`src/rtl/coremem_pipe.sv`:
```
// ---------------------------------------------------------------------------
// coremem_pipe
//
// Pipelined core-to-SRAM data port adapter. Translates the core data
// protocol (req/gnt/rvalid) into synchronous single-port SRAM strobes and
// returns one in-order response per granted request exactly MEM_LATENCY
// cycles after the grant. Up to MAX_OUTSTANDING requests may be granted
// but not yet answered. Word indices at or above MEM_WORDS are answered
// with an error response and never reach the SRAM.
//
// Ports:
//   clk_i          clock, rising edge
//   rst_ni         asynchronous active-low reset
//   data_req_i     core request
//   data_gnt_o     request accepted this cycle (combinational)
//   data_we_i      1 = write, 0 = read
//   data_be_i      byte enables
//   data_addr_i    byte address
//   data_wdata_i   write data
//   data_rvalid_o  response valid, one per grant, in order
//   data_rdata_o   read data (zero for writes, errors and idle cycles)
//   data_err_o     out-of-range error, valid with data_rvalid_o
//   CE / WE        SRAM chip enable / write enable
//   mem_addr_o     SRAM word index
//   mem_wdata_o    SRAM write data
//   mem_be_o       SRAM byte write enables
//   mem_rdata_i    SRAM read data, valid MEM_LATENCY cycles after CE
// ---------------------------------------------------------------------------
module coremem_pipe #(
  parameter int  ADDR_WIDTH      = 16,
  parameter int  DATA_WIDTH      = 32,
  parameter int  MEM_WORDS       = 4096,
  parameter int  MEM_LATENCY     = 1,
  parameter int  MAX_OUTSTANDING = 2,
  localparam int BE_WIDTH        = DATA_WIDTH / 8,
  localparam int MEM_AW          = $clog2(MEM_WORDS)
) (
  input  logic                  clk_i,
  input  logic                  rst_ni,
  input  logic                  data_req_i,
  output logic                  data_gnt_o,
  input  logic                  data_we_i,
  input  logic [BE_WIDTH-1:0]   data_be_i,
  input  logic [ADDR_WIDTH-1:0] data_addr_i,
  input  logic [DATA_WIDTH-1:0] data_wdata_i,
  output logic                  data_rvalid_o,
  output logic [DATA_WIDTH-1:0] data_rdata_o,
  output logic                  data_err_o,
  output logic                  CE,
  output logic                  WE,
  output logic [MEM_AW-1:0]     mem_addr_o,
  output logic [DATA_WIDTH-1:0] mem_wdata_o,
  output logic [BE_WIDTH-1:0]   mem_be_o,
  input  logic [DATA_WIDTH-1:0] mem_rdata_i
);

  localparam int OFF   = $clog2(BE_WIDTH);
  localparam int IDX_W = ADDR_WIDTH - OFF;
  localparam int CNT_W = $clog2(MAX_OUTSTANDING + 1);

  localparam logic [CNT_W-1:0] CNT_MAX = CNT_W'(MAX_OUTSTANDING);
  localparam logic [CNT_W-1:0] CNT_ONE = CNT_W'(1);

  // The word index is compared in 32 bits so MEM_WORDS need not be a power
  // of two and may exceed the index range.
  function automatic logic idx_in_range(input logic [IDX_W-1:0] idx);
    return (32'(idx) < 32'(MEM_WORDS));
  endfunction

  logic [IDX_W-1:0]       idx_s;
  logic                   in_range_s;
  logic                   gnt_s;
  logic [CNT_W-1:0]       cnt_r;
  logic [CNT_W-1:0]       cnt_nxt_s;
  logic [MEM_LATENCY-1:0] vld_r;
  logic [MEM_LATENCY-1:0] we_r;
  logic [MEM_LATENCY-1:0] err_r;
  logic                   rsp_valid_s;
  logic                   rsp_we_s;
  logic                   rsp_err_s;

  assign idx_s      = data_addr_i[ADDR_WIDTH-1:OFF];
  assign in_range_s = idx_in_range(idx_s);

  // Sub-word address bits select nothing: accesses are word-wide with byte
  // enables, so the low bits are deliberately dropped.
  if (OFF > 0) begin : g_low_addr
    logic addr_unused_s;
    assign addr_unused_s = ^data_addr_i[OFF-1:0];
  end

  // The oldest in-flight response sits in the last pipeline stage.
  assign rsp_valid_s = vld_r[MEM_LATENCY-1];
  assign rsp_we_s    = we_r[MEM_LATENCY-1];
  assign rsp_err_s   = err_r[MEM_LATENCY-1];

  // Grant decision: a slot is free when below the limit, or when the
  // response retiring this cycle hands its slot to the new request.
  always_comb begin
    gnt_s = 1'b0;
    if (rst_ni && data_req_i && ((cnt_r < CNT_MAX) || rsp_valid_s)) begin
      gnt_s = 1'b1;
    end else begin
      gnt_s = 1'b0;
    end
  end

  assign data_gnt_o = gnt_s;

  // SRAM strobes: only in-range granted requests touch the macro; all other
  // cycles drive known zeros on every strobe and data field.
  always_comb begin
    CE          = 1'b0;
    WE          = 1'b0;
    mem_addr_o  = '0;
    mem_wdata_o = '0;
    mem_be_o    = '0;
    if (gnt_s && in_range_s) begin
      CE          = 1'b1;
      WE          = data_we_i;
      mem_addr_o  = MEM_AW'(idx_s);
      mem_wdata_o = data_wdata_i;
      mem_be_o    = data_be_i;
    end else begin
      CE          = 1'b0;
      WE          = 1'b0;
      mem_addr_o  = '0;
      mem_wdata_o = '0;
      mem_be_o    = '0;
    end
  end

  // Response shift register: loaded on grant, advances every cycle with no
  // back-pressure, so each response leaves exactly MEM_LATENCY cycles later.
  always_ff @(posedge clk_i or negedge rst_ni) begin
    if (!rst_ni) begin
      vld_r <= '0;
      we_r  <= '0;
      err_r <= '0;
    end else begin
      vld_r[0] <= gnt_s;
      we_r[0]  <= gnt_s & data_we_i;
      err_r[0] <= gnt_s & ~in_range_s;
      for (int i = 1; i < MEM_LATENCY; i++) begin
        vld_r[i] <= vld_r[i-1];
        we_r[i]  <= we_r[i-1];
        err_r[i] <= err_r[i-1];
      end
    end
  end

  // Response data: SRAM read data is passed through only for in-range reads;
  // writes, errors and idle cycles return zero.
  always_comb begin
    data_rvalid_o = rsp_valid_s;
    data_rdata_o  = '0;
    data_err_o    = 1'b0;
    if (rsp_valid_s && rsp_err_s) begin
      data_err_o = 1'b1;
    end else if (rsp_valid_s && !rsp_we_s) begin
      data_rdata_o = mem_rdata_i;
    end else begin
      data_rdata_o = '0;
      data_err_o   = 1'b0;
    end
  end

  // Outstanding counter next state: grant and retire in one cycle cancel.
  always_comb begin
    cnt_nxt_s = cnt_r;
    case ({gnt_s, rsp_valid_s})
      2'b10:   cnt_nxt_s = cnt_r + CNT_ONE;
      2'b01:   cnt_nxt_s = cnt_r - CNT_ONE;
      default: cnt_nxt_s = cnt_r;
    endcase
  end

  // Outstanding counter register; reset drops every in-flight request.
  always_ff @(posedge clk_i or negedge rst_ni) begin
    if (!rst_ni) begin
      cnt_r <= '0;
    end else begin
      cnt_r <= cnt_nxt_s;
    end
  end

endmodule

```
`config.mk`:
```
export PLATFORM = sky130hd
export DESIGN_NAME = coremem_pipe
export DESIGN_NICKNAME = d
export VERILOG_FILES = /design/src/rtl/coremem_pipe.sv
export SDC_FILE = /design/constraint.sdc
export NUM_CORES = 1
export LEC_CHECK = 0
export ABC_AREA = 1
export BUFFER_PORTS_ARGS = -buffer_cell sky130_fd_sc_hd__clkbuf_2
export CAP_MARGIN = 20
export CORE_AREA = 2 2 68 70
export DETAILED_ROUTE_END_ITERATION = 8
export DIE_AREA = 0 0 70 72
export GPL_ROUTABILITY_DRIVEN = 0
export GPL_TIMING_DRIVEN = 0
export PLACE_DENSITY = 0.82
export SLEW_MARGIN = 15
export SYNTH_ARGS = -nofsm -noshare
export SYNTH_HDL_FRONTEND = slang
export SYNTH_SLANG_ARGS = --single-unit
export TNS_END_PERCENT = 20
```
`constraint.sdc`:
```
create_clock -name clk_i -period 1.2 [get_ports clk_i]
set_clock_uncertainty 0.1 [all_clocks]
set_input_delay 0.12 -clock clk_i [delete_from_list [all_inputs] [get_ports clk_i]]
set_output_delay 0.12 -clock clk_i [all_outputs]
set_load 0.02 [all_outputs]
```
Word level (Yosys, flattened, before mapping) --
Cells that the tools add are included.
Operators by class: equal/unequal tests 2, add/sub/neg operators 2, reductions and logical operators 8, bitwise logic cells 3, divide/modulo/power cells 0, multiplexer cells 10, $lt $le $gt $ge 2, shift operators 0, $mul 0
Operator list (count):
- two-way mux 32 bit | 3
- < comparator 14 x 13 -> 1 bit (second input constant) | 1
- two-way mux 12 bit | 1
- logical AND 1 bit | 5
- two-way mux 1 bit | 4
- two-way mux 4 bit | 1
- case mux 2 bit (2 select lines) | 1
- adder 2 x 1 -> 2 bit (second input constant) | 1
- bitwise AND 1 bit | 2
- equality test 2 x 1 -> 1 bit (second input constant) | 1
- equality test 2 bit (second input constant) | 1
- < comparator 2 bit (second input constant) | 1
- nonzero test 2 bit | 1
- subtractor 2 x 1 -> 2 bit (second input constant) | 1
- logical NOT 1 bit | 1
- logical OR 1 bit | 1
- inverter 1 bit | 1
Word-level totals: logic and storage cells 31, memories kept 0, input bits 88, bits in latches 0, ROM bits 0, register bits 5, memory bits (writable) 0

Depth between registers and ports, before layout --
Gate-level depths: netlist of the first run.
depth in word-level cells 6, depth in mapped cells 9, gate-level depth less buffers 9

Least setup slack after synthesis of the first run --
Ideal clock, no wire load.
kind register to register, start register vld_r (netlist: data_rvalid_o), end register cnt_r[1], arrival time 1269 ps, stages on the path, launching flop included 9, period minus slack after synthesis 1486 ps, path slack -286 ps, path through dfrtp_1 -> inv_1 -> nand2_1 -> nand2_1 -> ha_1 -> inv_1 -> nand3_1 -> nand2_1 -> nand2_1
On the way: cells in the longest elaborated chain, start to end 5, elaborated cells on any way between the ends 7
RTL lines:
- from (decl) | RTL line 75 | logic [MEM_LATENCY-1:0] vld_r;
- from (signal, indexed assignment) | RTL line 145 | vld_r[i] <= vld_r[i-1];
- logical OR 1 bit | RTL line 101 | if (rst_ni && data_req_i && ((cnt_r < CNT_MAX) || rsp_valid_s)) begin
- logical AND 1 bit | RTL line 101
- two-way mux 1 bit | RTL line 101
- equality test 2 x 1 -> 1 bit / equality test 2 bit (equally long branches) | RTL line 171 | case ({gnt_s, rsp_valid_s})
- case mux 2 bit (2 select lines) / nonzero test 2 bit (equally long branches)
- to (signal assigned) | RTL line 183 | cnt_r <= cnt_nxt_s;
- to (decl) | RTL line 73 | logic [CNT_W-1:0] cnt_r;
Several ways; a longest one is shown, not always the timed one. A chain may end at the register's enable or synchronous reset.

Final worst setup path of the first run --
start register cnt_r[1], end output mem_addr_o[5]
On the way: cells in the longest elaborated chain, start to end 6
RTL lines:
- < comparator 2 bit | RTL line 101
- logical OR 1 bit | RTL line 101
- logical AND 1 bit | RTL line 101
- two-way mux 1 bit | RTL line 101
- logical AND 1 bit | RTL line 118 | if (gnt_s && in_range_s) begin
- two-way mux 12 bit | RTL line 118
- to (decl) | RTL line 51 | output logic [MEM_AW-1:0] mem_addr_o,
Every way passes these cells.

==> results of run 1 <==
==> stage by stage <==
step	hold slack [ns]	TNS [ns]	total power [mW]
2_1_floorplan	-0.276	-8.96	0.936
3_3_place_gp	-0.156	-18.32	1.24
3_5_place_dp	-0.151	-19.42	1.27
4_1_cts	0.0897	-29.04	1.81
5_1_grt	0.0945	-34.34	2.05
6_report	0.0864	-26.96	1.92
==> final cells by class <==
cell class | instances | area (µm²) | share of cell area, %
buffer | 8 | 134 | 4.25
clock buffer | 4 | 45.0 | 1.43
inverter | 91 | 342 | 10.8
multi-input combinational | 99 | 888 | 28.2
sequential | 5 | 126 | 4.01
tap | 52 | 65.1 | 2.06
timing repair buffer | 183 | 1550 | 49.2
==> sequential cells by signal (all words and copies together), names as in the netlist <==
name           count
rsp_we_s           1
err_r              1
data_rvalid_o      1
cnt_r              2
==> what timing repair did <==
action                                 CTS  global route
buffers inserted                         7             1
endpoints found under the hold margin    5             0
cloned                                   4             0
hold buffers                             1             0
setup endpoints to repair               85            86
resized for setup                      113            96
pin swaps                                1             0
==> routing by layer <==
layer,wire length (µm),track usage [%]
met1,1460,17.4
met5,0,0
met3,666,7.64
met4,102,4.06
met2,2880,38.6
==> synthesized netlist by cell type (all sizes together) <==
cell type / number / area share (%)
inv: 91 / 32
nor2: 85 / 43
nand2: 9 / 3.1
buf: 8 / 6.6
dfrtp: 5 / 12
nand3: 2 / 1.4
ha: 1 / 1.2
nand4: 1 / 0.58
xnor2: 1 / 0.81
==> power by group <==
| part | switching [mW] | internal [mW] | leakage (nW) | total [mW] |
|---|---|---|---|---|
| Clock | 0.0850 | 0.228 | 0.0228 | 0.313 |
| Combinational | 0.721 | 0.625 | 1.78 | 1.35 |
| Sequential | 0.0428 | 0.218 | 0.0627 | 0.261 |
| Total | 0.849 | 1.07 | 1.86 | 1.92 |
==> worst register-to-register path: stages (launching register included) <==
cell and delay (ns):
dfrtp_2 0.40, inv_2 0.08, nand2_4 0.06, buf_4 0.13, buf_4 0.13, nand2_4 0.08, ha_4 0.21, inv_2 0.05
nand3_1 0.07, nand2_1 0.06, nand2_1 0.05
==> cells by family (layout without fill, tap and decap cells) <==
| logic type | after synthesis | in the layout |
|---|---|---|
| AND/OR/NAND/NOR | 97 | 97 |
| buffers and inverters | 99 | 286 |
| flip-flops | 5 | 5 |
| XOR/XNOR | 1 | 1 |
| adder cells (fa/ha/maj) | 1 | 1 |
==> placed cells by master, fill, tap and decap left out, drive strengths merged <==
master         n
nand2          9
nand4          1
buf           92
inv           91
clkbuf       101
bufbuf         1
xnor2          1
ha             1
dfrtp          5
dlygate4sd3    1
nand3          2
nor2          85
==> how the worst max path moves through the flow <==
stage                      endpoint          start  slack, ns  cells past startpoint
floorplan                        WE  data_rvalid_o      -0.12                      5
global placement      mem_addr_o[8]  data_rvalid_o      -0.27                      6
detailed placement  mem_wdata_o[12]  data_rvalid_o      -0.29                      6
CTS                 mem_wdata_o[26]  data_rvalid_o      -0.40                      6
global route          mem_addr_o[5]  data_rvalid_o      -0.47                      6
finish                mem_addr_o[5]       cnt_r[1]      -0.39                      5
==> run summary, run 1 <==
======================================================================================
Result of the run                                                         complete, but fails checks
Failing checks                                                            setup timing
Area of the die                                                               5040 µm²
Worst endpoint data arrival time                                               1.37 ns
Hold violation count in the final report                                             0
Period Utilization, post-route                                                    133%
Post-Synth Simple-Gate Area                                                      48.0%
Vert. Die Dim                                                                    72 µm
Adder-cell share of the synthesized area                                         1.16%
Maximum achievable frequency                                                 0.629 GHz
Largest net degree at the start of global routing                                   11
Cell family with most CP delay                                            buffers and inverters
Post-detailed-placement half-perimeter wirelength                              3630 µm
Maximum root-to-sink buffer count                                                    2
Count of routing violations after the opening detailed-route iteration              14
Pre-antenna DRT Iters                                                                4
Clock network latency to the later pin of the worst-skew pair                  0.22 ns
MaxCap Viol Count                                                                    0
TritonCTS clock tree                                                               yes
Crit path time final                                                           1.59 ns
Reg clk slew, reported paths                                                   0.04 ns
Aggregate global-route resource usage                                            18.9%
Type of origin of the critical path                                           register
Layout Utilization                                                               73.9%
Post-Syn Instances                                                                 203
Combinational family with the most area after synthesis                   simple AND/OR/NAND/NOR gates
Chain of cells forming the critical path                                  nand2_4 -> nand3_4 -> bufbuf_16 -> nor2_4 -> clkbuf_4
Leakage Power                                                                  1.86 nW
Via density per instance                                                          3.99
Post-synthesis register bit count                                                    5
Overflow after GRT                                                                   0
DRT Wirelength                                                                 5110 µm
Clock tree root buffer cell                                                   clkbuf_8
First-pass GRT wire length                                                     7800 µm
Site row count                                                                      24
Number of antenna violations at the first check in global routing                    0
Max incr delay on CP                                                           0.40 ns
Number of unique standard cell types used by synthesis                              13
Fraction of final layout cells sized beyond drive strength 1                     72.3%
Top-Level Pins                                                                     173
Worst min-delay path startpoint                                              data_we_i
Num Clock Sinks                                                                      5
Power per standard cell area                                                609 nW/µm²
Number of clock buffers inserted by TritonCTS                                        3
Area share of xor/xnor cells in the synthesized design                          0.814%
Setup repair after global routing missed its margin                               true
Critical path start-end classification                                      reg -> out
Hold Path Stages                                                                     3
Post-detailed-route wirelength per cell                                        11.6 µm
Reg2reg setup slack                                                           -0.33 ns
Number of antenna repair diodes                                                      0
Via Count                                                                        1,765
Synth Area in Compound Gates                                                        0%
Data required time of the critical path                                        0.98 ns
Max Transition Viols Final                                                           0
YS warnings                                                                          0
End of the worst register-to-register path                                    cnt_r[1]
Number of cells on the worst reg-to-reg path                                        10
Nets                                                                               480
Number of nets in the synthesized netlist                                          292
Non-filler instance count after layout                                             442
Initial standard-cell utilization of the core                                    25.2%
Sequential fraction of the synthesis area                                        11.6%
Number of global-route vias before repair                                        1,758
Area growth syn-to-layout                                                         193%
Die Span X                                                                       70 µm
Buffer and inverter count on the worst path                                          2
Post-Layout Inst Area                                                         3150 µm²
Core Area                                                                     4260 µm²
Antenna-violating nets left                                                          0
Total cell area at the placement stage                                        2330 µm²
Critical path capture point type                                            output pin
Worst min-delay path category                                                in -> reg
Multiplexer fraction of the synthesized cell area                                   0%
Max-slew headroom                                                                77.3%
Worst Hold Path EP                                                            rsp_we_s
Placed insts                                                                       425
Worst-case setup slack after placement                                       -0.293 ns
Worst-case vdd ir drop                                                      0.000372 V
Origin of the critical flop-to-flop path                                  data_rvalid_o
Final setup margin                                                           -0.390 ns
Avg Synthesized Cell Area                                                     5.30 µm²
DRC violations left                                                                  0
Mapped Area                                                                   1080 µm²
Worst Max-Slew Pin Slew                                                       0.339 ns
Maximum level of the CTS H-tree                                                      1
Fillers                                                                            296
Critical path peak fanout                                                            5
Port Buffers                                                                       170
Setup-failing EPs final                                                             86
Library cell contributing the largest single delay on the critical path        dfrtp_1
======================================================================================
(Power assumes the default switching activity.)
==> run 2: changes to the inputs <==
--- a/config.mk
+++ b/config.mk
@@ -7,13 +7,12 @@
 export LEC_CHECK = 0
 export ABC_AREA = 1
 export BUFFER_PORTS_ARGS = -buffer_cell sky130_fd_sc_hd__clkbuf_2
-export CAP_MARGIN = 20
 export CORE_AREA = 2 2 68 70
 export DETAILED_ROUTE_END_ITERATION = 8
 export DIE_AREA = 0 0 70 72
 export GPL_ROUTABILITY_DRIVEN = 0
 export GPL_TIMING_DRIVEN = 0
-export PLACE_DENSITY = 0.82
+export PLACE_DENSITY = 0.76
 export SLEW_MARGIN = 15
 export SYNTH_ARGS = -nofsm -noshare
 export SYNTH_HDL_FRONTEND = slang
==> run 2 against run 1 <==
Setup slack improved by 0.0017 ns; die area did not move; critical path depth rose by 1; first-iteration DRC count rose by 36%; final cell count fell by 1.1%; utilization fell by 1.1 points; non-clock buffer count fell by 5; fmax rose by 0.11%; critical path type unchanged; the flow still finishes with violations (setup timing); highest routed layer unchanged; global-route usage fell by 1.4 points.
==> run summary, run 2 (same netlist as run 1, synthesis figures left out) <==
=====================================================================================
Result of the run                                                        complete, but fails checks   unchanged
Failing checks                                                           setup timing   unchanged
Reg2reg setup slack                                                          -0.19 ns   was -0.33 ns
Max-slew headroom                                                               80.1%   was 77.3%
Post-detailed-placement half-perimeter wirelength                             3380 µm   was 3630 µm
Period Utilization, post-route                                                   132%   was 133%
Number of antenna violations at the first check in global routing                   0   unchanged
Hold Path Stages                                                                    3   unchanged
Total cell area at the placement stage                                       2330 µm²   unchanged
Hold violation count in the final report                                            0   unchanged
Nets                                                                              475   was 480
End of the worst register-to-register path                                   cnt_r[1]   unchanged
Clock tree root buffer cell                                                  clkbuf_8   unchanged
Max Transition Viols Final                                                          0   unchanged
Area of the die                                                              5040 µm²   unchanged
Critical path start-end classification                                     reg -> out   unchanged
Flip-flop count of the largest register after layout                                2   unchanged
Antenna-violating nets left                                                         0   unchanged
Die Span X                                                                      70 µm   unchanged
MaxCap Viol Count                                                                   0   unchanged
Top-Level Pins                                                                    173   unchanged
Fraction of final layout cells sized beyond drive strength 1                    72.2%   was 72.3%
Worst-case vdd ir drop                                                     0.000364 V   was 0.000372 V
Number of clock buffers inserted by TritonCTS                                       3   unchanged
Via Count                                                                       1,744   was 1,765
Worst Hold Path EP                                                           rsp_we_s   unchanged
Count of routing violations after the opening detailed-route iteration             19   was 14
Worst hold slack                                                            0.0721 ns   was 0.0864 ns
Port Buffers                                                                      170   unchanged
Initial standard-cell utilization of the core                                   25.2%   unchanged
Non-filler instance count after layout                                            437   was 442
Critical path peak fanout                                                          10   was 5
Maximum level of the CTS H-tree                                                     1   unchanged
Post-Layout Inst Area                                                        3110 µm²   was 3150 µm²
Core Area                                                                    4260 µm²   unchanged
Critical path capture point type                                           output pin   unchanged
Pre-antenna DRT Iters                                                               5   was 4
Clock network latency to the later pin of the worst-skew pair                 0.22 ns   about the same
Worst endpoint data arrival time                                              1.37 ns   about the same
Number of global-route vias before repair                                       1,776   was 1,758
Power per standard cell area                                               600 nW/µm²   was 609 nW/µm²
Crit path time final                                                          1.59 ns   about the same
DRC violations left                                                                 0   unchanged
Setup repair after global routing missed its margin                              true   unchanged
Sum Neg Setup Slack                                                         -28.39 ns   was -26.96 ns
Overflow after GRT                                                                  0   unchanged
Leading cell type in the layout, fill and taps excluded                         inv_1   was clkbuf_2
Reg clk slew, reported paths                                                  0.04 ns   about the same
Worst Max-Slew Pin Slew                                                      0.297 ns   was 0.339 ns
Worst min-delay path startpoint                                             data_we_i   unchanged
Post-layout total power                                                       1.86 mW   was 1.92 mW
Aggregate global-route resource usage                                           17.5%   was 18.9%
First-pass GRT wire length                                                    7290 µm   was 7800 µm
Site row count                                                                     24   unchanged
Top library cells by usage in the layout, fill and taps aside            inv_1 (88), clkbuf_2 (86), nor2_4 (51), clkbuf_4 (31), clkbuf_8 (30)   was clkbuf_2 (90), inv_1 (88), nor2_4 (51), buf_8 (44), nor2_2 (29)
Final setup margin                                                          -0.389 ns   was -0.390 ns
Maximum achievable frequency                                                0.629 GHz   about the same
Data required time of the critical path                                       0.98 ns   about the same
Number of cells on the worst reg-to-reg path                                        9   was 10
Vert. Die Dim                                                                   72 µm   unchanged
Number of antenna repair diodes                                                     0   unchanged
Layout Utilization                                                              72.8%   was 73.9%
Worst-case setup slack after placement                                      -0.262 ns   was -0.293 ns
Setup-failing EPs final                                                            86   unchanged
Largest net degree at the start of global routing                                  11   unchanged
TritonCTS clock tree                                                              yes   unchanged
Largest Register                                                                cnt_r   unchanged
Leakage Power                                                                 1.80 nW   was 1.86 nW
Origin of the critical flop-to-flop path                                 data_rvalid_o   unchanged
Post-detailed-route wirelength per cell                                       10.7 µm   was 11.6 µm
DRT Wirelength                                                                4690 µm   was 5110 µm
Num Clock Sinks                                                                     5   unchanged
Area growth syn-to-layout                                                        189%   was 193%
Worst min-delay path category                                               in -> reg   unchanged
Type of origin of the critical path                                          register   unchanged
Placed insts                                                                      425   unchanged
Via density per instance                                                         3.99   about the same
Maximum root-to-sink buffer count                                                   2   unchanged
=====================================================================================
## run 2: cell count changes in the layout (fill, tap and decap cells not counted), moves of 3 or more
cell | previous run | this run
clkbuf_8 | 3 | 30
clkbuf_4 | 7 | 31
buf_8 | 44 | 22
buf_4 | 21 | 6
buf_2 | 12 | 1
clkbuf_2 | 90 | 86
buf_6 | 7 | 4
## run 2: cell type report
| class | count | area [µm²] |
|---|---|---|
| well taps | 52 | 65.1 |
| multi-input cells | 99 | 888 |
| flip-flops and latches | 5 | 126 |
| inverters | 91 | 342 |
| repair buffers | 178 | 1500 |
| clock buffers | 3 | 41.3 |
| clock inverters | 1 | 5.00 |
| plain buffers | 8 | 134 |
| fillers | 291 | 1160 |
## run 2: routing by layer
| metal | routed length, µm | vias to the layer above | global-route usage (%) |
|---|---|---|---|
| met3 | 545 | 6 | 4.72 |
| met4 | 64 | 0 | 5.77 |
| met2 | 2730 | 105 | 38.1 |
| li1 | - | 882 | - |
| met5 | 0 | - | 0 |
| met1 | 1350 | 751 | 15.0 |
## run 2: worst max-delay path by stage
stage / start / to / slack [ns] / cells after the start
final: cnt_r[1] / mem_wdata_o[20] / -0.39 / 6
after global routing: data_rvalid_o / CE / -0.44 / 7
after CTS: data_rvalid_o / mem_be_o[3] / -0.39 / 7
after detailed placement: data_rvalid_o / mem_addr_o[4] / -0.26 / 6
after global placement: data_rvalid_o / mem_wdata_o[3] / -0.26 / 6
after floorplan: data_rvalid_o / WE / -0.12 / 5
## run 2: critical path, cell delays in order, from the launching register on
cell and delay, ns:
dfrtp_1 0.40, nand2_4 0.09, nand3_4 0.10, buf_4 0.16, buf_12 0.15, nor2_4 0.09, clkbuf_8 0.15
## run 2: where the power goes
group | switching (mW) | leakage [nW] | internal [mW]
Combinational | 0.698 | 1.72 | 0.595
Clock | 0.0869 | 0.0255 | 0.223
Sequential | 0.0412 | 0.0627 | 0.218
Total | 0.826 | 1.80 | 1.04
## run 2: timing repair
item / in CTS / in global routing
gates cloned: 1 / 0
pin swaps: 1 / 2
resized for setup: 145 / 33
setup buffers: 6 / 0
hold buffers: 1 / 0
hold endpoints to repair: 5 / 0
endpoints found under the setup margin: 85 / 86
==> run 3: changes to the inputs <==
--- a/config.mk
+++ b/config.mk
@@ -5,14 +5,13 @@
 export SDC_FILE = /design/constraint.sdc
 export NUM_CORES = 1
 export LEC_CHECK = 0
-export ABC_AREA = 1
 export BUFFER_PORTS_ARGS = -buffer_cell sky130_fd_sc_hd__clkbuf_2
-export CORE_AREA = 2 2 68 70
+export CORE_AREA = 2 2 67 69
 export DETAILED_ROUTE_END_ITERATION = 8
-export DIE_AREA = 0 0 70 72
+export DIE_AREA = 0 0 69 71
 export GPL_ROUTABILITY_DRIVEN = 0
 export GPL_TIMING_DRIVEN = 0
-export PLACE_DENSITY = 0.76
+export PLACE_DENSITY = 0.7
 export SLEW_MARGIN = 15
 export SYNTH_ARGS = -nofsm -noshare
 export SYNTH_HDL_FRONTEND = slang
==> run 3 against run 2 <==
The run still ends with setup timing left; utilization decreased by 12 points; die area decreased by 2.8%; total power is 66% lower; cell area is 17% lower; sequential share of layout area rose by 0.85 points; wire length down 4.5%; final cell count is 22% lower; first-iteration DRC count is 21% lower; sequential power shrank 34%; critical path type unchanged.
==> run summary, run 3 <==
======================================================================================
Period Utilization, post-route                                                    142%   was 132%
Post-Layout Inst Area                                                         2570 µm²   was 3110 µm²
Post-synthesis register bit count                                                    5   unchanged
Number of unique standard cell types used by synthesis                              14   was 13
Port Buffers                                                                       170   unchanged
Area occupied by registers                                                     126 µm²   unchanged
Area growth syn-to-layout                                                         225%   was 189%
Non-filler instance count after layout                                             339   was 437
Clock tree root buffer cell                                                   clkbuf_8   unchanged
Ranking of synthesized cells by instance count                            and2_1 (84), dfrtp_1 (5), clkbuf_2 (4)   was inv_1 (91), nor2_2 (45), nor2_1 (36)
Worst min-delay path category                                                in -> reg   unchanged
Fillers                                                                            353   was 291
Via Count                                                                        1,380   was 1,744
First-pass GRT wire length                                                     6610 µm   was 7290 µm
Pre-antenna DRT Iters                                                                4   was 5
Share of synthesized registers carrying an async set or reset                     100%   unchanged
End of the worst register-to-register path                                    cnt_r[1]   unchanged
Largest Register                                                                 cnt_r   unchanged
Critical path start-end classification                                      reg -> out   unchanged
Area share of the leading cell type in the synthesized netlist                   66.5%   was 31.7%
Antenna-violating nets left                                                          0   unchanged
Reg clk slew, reported paths                                                   0.04 ns   about the same
Aggregate global-route resource usage                                            16.2%   was 17.5%
Maximum achievable frequency                                                 0.587 GHz   was 0.629 GHz
Mapped Area                                                                    791 µm²   was 1080 µm²
Fraction of final layout cells sized beyond drive strength 1                     92.7%   was 72.2%
Failing checks                                                            setup timing   unchanged
Data required time of the critical path                                        0.98 ns   about the same
Leakage Power                                                                  1.42 nW   was 1.80 nW
Top_reg_cell synth                                                             dfrtp_1   unchanged
Sequential fraction of the synthesis area                                        15.8%   was 11.6%
Sum Neg Setup Slack                                                          -36.30 ns   was -28.39 ns
Vert. Die Dim                                                                    71 µm   was 72 µm
Site row count                                                                      24   unchanged
Origin of the critical flop-to-flop path                                  data_rvalid_o   unchanged
Number of enable flip-flop cells after synthesis                                     0   unchanged
Worst Setup EP                                                            mem_wdata_o[17]   was mem_wdata_o[20]
Power per standard cell area                                                243 nW/µm²   was 600 nW/µm²
Number of cells on the worst reg-to-reg path                                         6   was 9
Ranking of synthesized cells by area                                      and2_1 (66%), dfrtp_1 (16%), xnor2_1 (3.3%)   was inv_1 (32%), nor2_2 (26%), nor2_1 (13%)
Result of the run                                                         complete, but fails checks   unchanged
Critical path peak fanout                                                           10   unchanged
Type of origin of the critical path                                           register   unchanged
Nets                                                                               377   was 475
Hold violation count in the final report                                             0   unchanged
Worst hold slack                                                             0.0507 ns   was 0.0721 ns
Max incr delay on CP                                                           0.40 ns   about the same
Max Transition Viols Final                                                           0   unchanged
Critical path capture point type                                            output pin   unchanged
Maximum level of the CTS H-tree                                                      1   unchanged
Post-Syn Instances                                                                 110   was 203
Number of nets in the synthesized netlist                                          199   was 292
Number of antenna repair diodes                                                      0   unchanged
Cell mode on critical path                                                       buf_6
Top-Level Pins                                                                     173   unchanged
Top library cells by usage in the layout, fill and taps aside             clkbuf_2 (107), and2_2 (44), buf_8 (41), and2_4 (35), clkbuf_8 (27)   was inv_1 (88), clkbuf_2 (86), nor2_4 (51), clkbuf_4 (31), clkbuf_8 (30)
YS warnings                                                                          0   unchanged
Die Span X                                                                       69 µm   was 70 µm
Reg2reg setup slack                                                           -0.27 ns   was -0.19 ns
Avg Synthesized Cell Area                                                     7.19 µm²   was 5.30 µm²
Largest area contributor in the synthesized netlist                             and2_1   was inv_1
Num Clock Sinks                                                                      5   unchanged
Total cell area at the placement stage                                        1820 µm²   was 2330 µm²
Leading cell type in the layout, fill and taps excluded                       clkbuf_2   was inv_1
Largest net degree at the start of global routing                                   11   unchanged
Post-detailed-route wirelength per cell                                        13.2 µm   was 10.7 µm
Clock network latency to the later pin of the worst-skew pair                  0.22 ns   about the same
Crit path time final                                                           1.70 ns   was 1.59 ns
Via density per instance                                                          4.07   was 3.99
Overflow after GRT                                                                   0   unchanged
Chain of cells forming the critical path                                  a211oi_4 -> buf_6 -> buf_6 -> and2_4 -> clkbuf_8   was nand2_4 -> nand3_4 -> buf_4 -> buf_12 -> nor2_4 -> clkbuf_8
Number of global-route vias before repair                                        1,401   was 1,776
Number of antenna violations at the first check in global routing                    0   unchanged
Most used standard cell by instance count after synthesis                       and2_1   was inv_1
Worst endpoint data arrival time                                               1.48 ns   was 1.37 ns
Max-slew headroom                                                                83.7%   was 80.1%
Final setup margin                                                           -0.502 ns   was -0.389 ns
Setup-failing EPs final                                                             88   was 86
MaxCap Viol Count                                                                    0   unchanged
TritonCTS clock tree                                                               yes   unchanged
Post-layout total power                                                       0.625 mW   was 1.86 mW
Placed insts                                                                       332   was 425
Initial standard-cell utilization of the core                                    18.8%   was 25.2%
Number of clock buffers inserted by TritonCTS                                        3   unchanged
Maximum root-to-sink buffer count                                                    2   unchanged
Critical Path Start                                                           cnt_r[1]   unchanged
Library cell contributing the largest single delay on the critical path        dfrtp_1   unchanged
DRT Wirelength                                                                 4480 µm   was 4690 µm
Area of the die                                                               4900 µm²   was 5040 µm²
Setup repair after global routing missed its margin                               true   unchanged
Multi-input logic area                                                         764 µm²   was 888 µm²
Core Area                                                                     4200 µm²   was 4260 µm²
Flip-flop count of the largest register after layout                                 2   unchanged
Worst-case vdd ir drop                                                      0.000476 V   was 0.000364 V
Post-detailed-placement half-perimeter wirelength                              2990 µm   was 3380 µm
DRC violations left                                                                  0   unchanged
Count of routing violations after the opening detailed-route iteration              15   was 19
Worst Max-Slew Pin Slew                                                       0.243 ns   was 0.297 ns
======================================================================================
run 3: worst min-delay path by stage:
| stage | end | startpoint | cells past startpoint | slack [ns] |
|---|---|---|---|---|
| finish | rsp_we_s | data_we_i | 2 | 0.05 |
| global route | rsp_we_s | data_we_i | 2 | 0.06 |
| CTS | cnt_r[0] | rst_ni | 1 | -0.38 |
| detailed placement | cnt_r[0] | rst_ni | 1 | -0.14 |
| global placement | cnt_r[1] | rst_ni | 1 | -0.15 |
| floorplan | cnt_r[0] | rst_ni | 0 | -0.28 |
run 3: cell type report:
class                      count  share of cell area, %
buffer                         8                   3.90
multi-input combinational     94                   29.8
clock buffer                   4                   1.75
inverter                       3                  0.438
tap                           52                   2.53
timing repair buffer         173                   56.7
sequential                     5                   4.92
run 3: critical path: cells and delay by family, from the launching register on:
kind	cells	cell delay, ns
DFF	1	0.40
AOI/OAI and AO/OA	1	0.25
buffers and inverters	3	0.45
and+or+nand+nor	1	0.15
run 3: kinds of logic after synthesis:
kind of cell	after synthesis	synth area share, %
compound gates	2	3.48
fa+ha+maj	1	1.58
buf+inv	11	6.33
simple gates	88	69.5
xor+xnor	3	3.32
flops	5	15.8
run 3: metal layers:
layer  GRT usage, %  wire length, µm  up-vias
met3           4.42              376        4
met2           33.7             2710       86
met1           15.5             1350      610
li1               -                -      680
met4           3.70               45        0
met5              0                0        -
run 3: through the flow:
| step | utilization [%] | setup WS, ns |
|---|---|---|
| floorplan | - | -0.195 |
| global placement | 43.4 | -0.437 |
| detailed placement | 43.4 | -0.480 |
| CTS | 58.8 | -0.501 |
| global route | 61.1 | -0.553 |
| finish | 61.1 | -0.502 |
run 3: repair_timing:
action | 4_1_cts | 5_1_grt
pin swaps | 7 | 20
setup buffers | 2 | 0
endpoints found under the setup margin | 86 | 88
resized for setup | 133 | 71
endpoints found under the hold margin | 5 | 5
run 3: report_power, final:
group	internal, mW	switching [mW]
Sequential	0.170	0
Clock	0.228	0.0828
Combinational	0.101	0.0440
Total	0.498	0.127
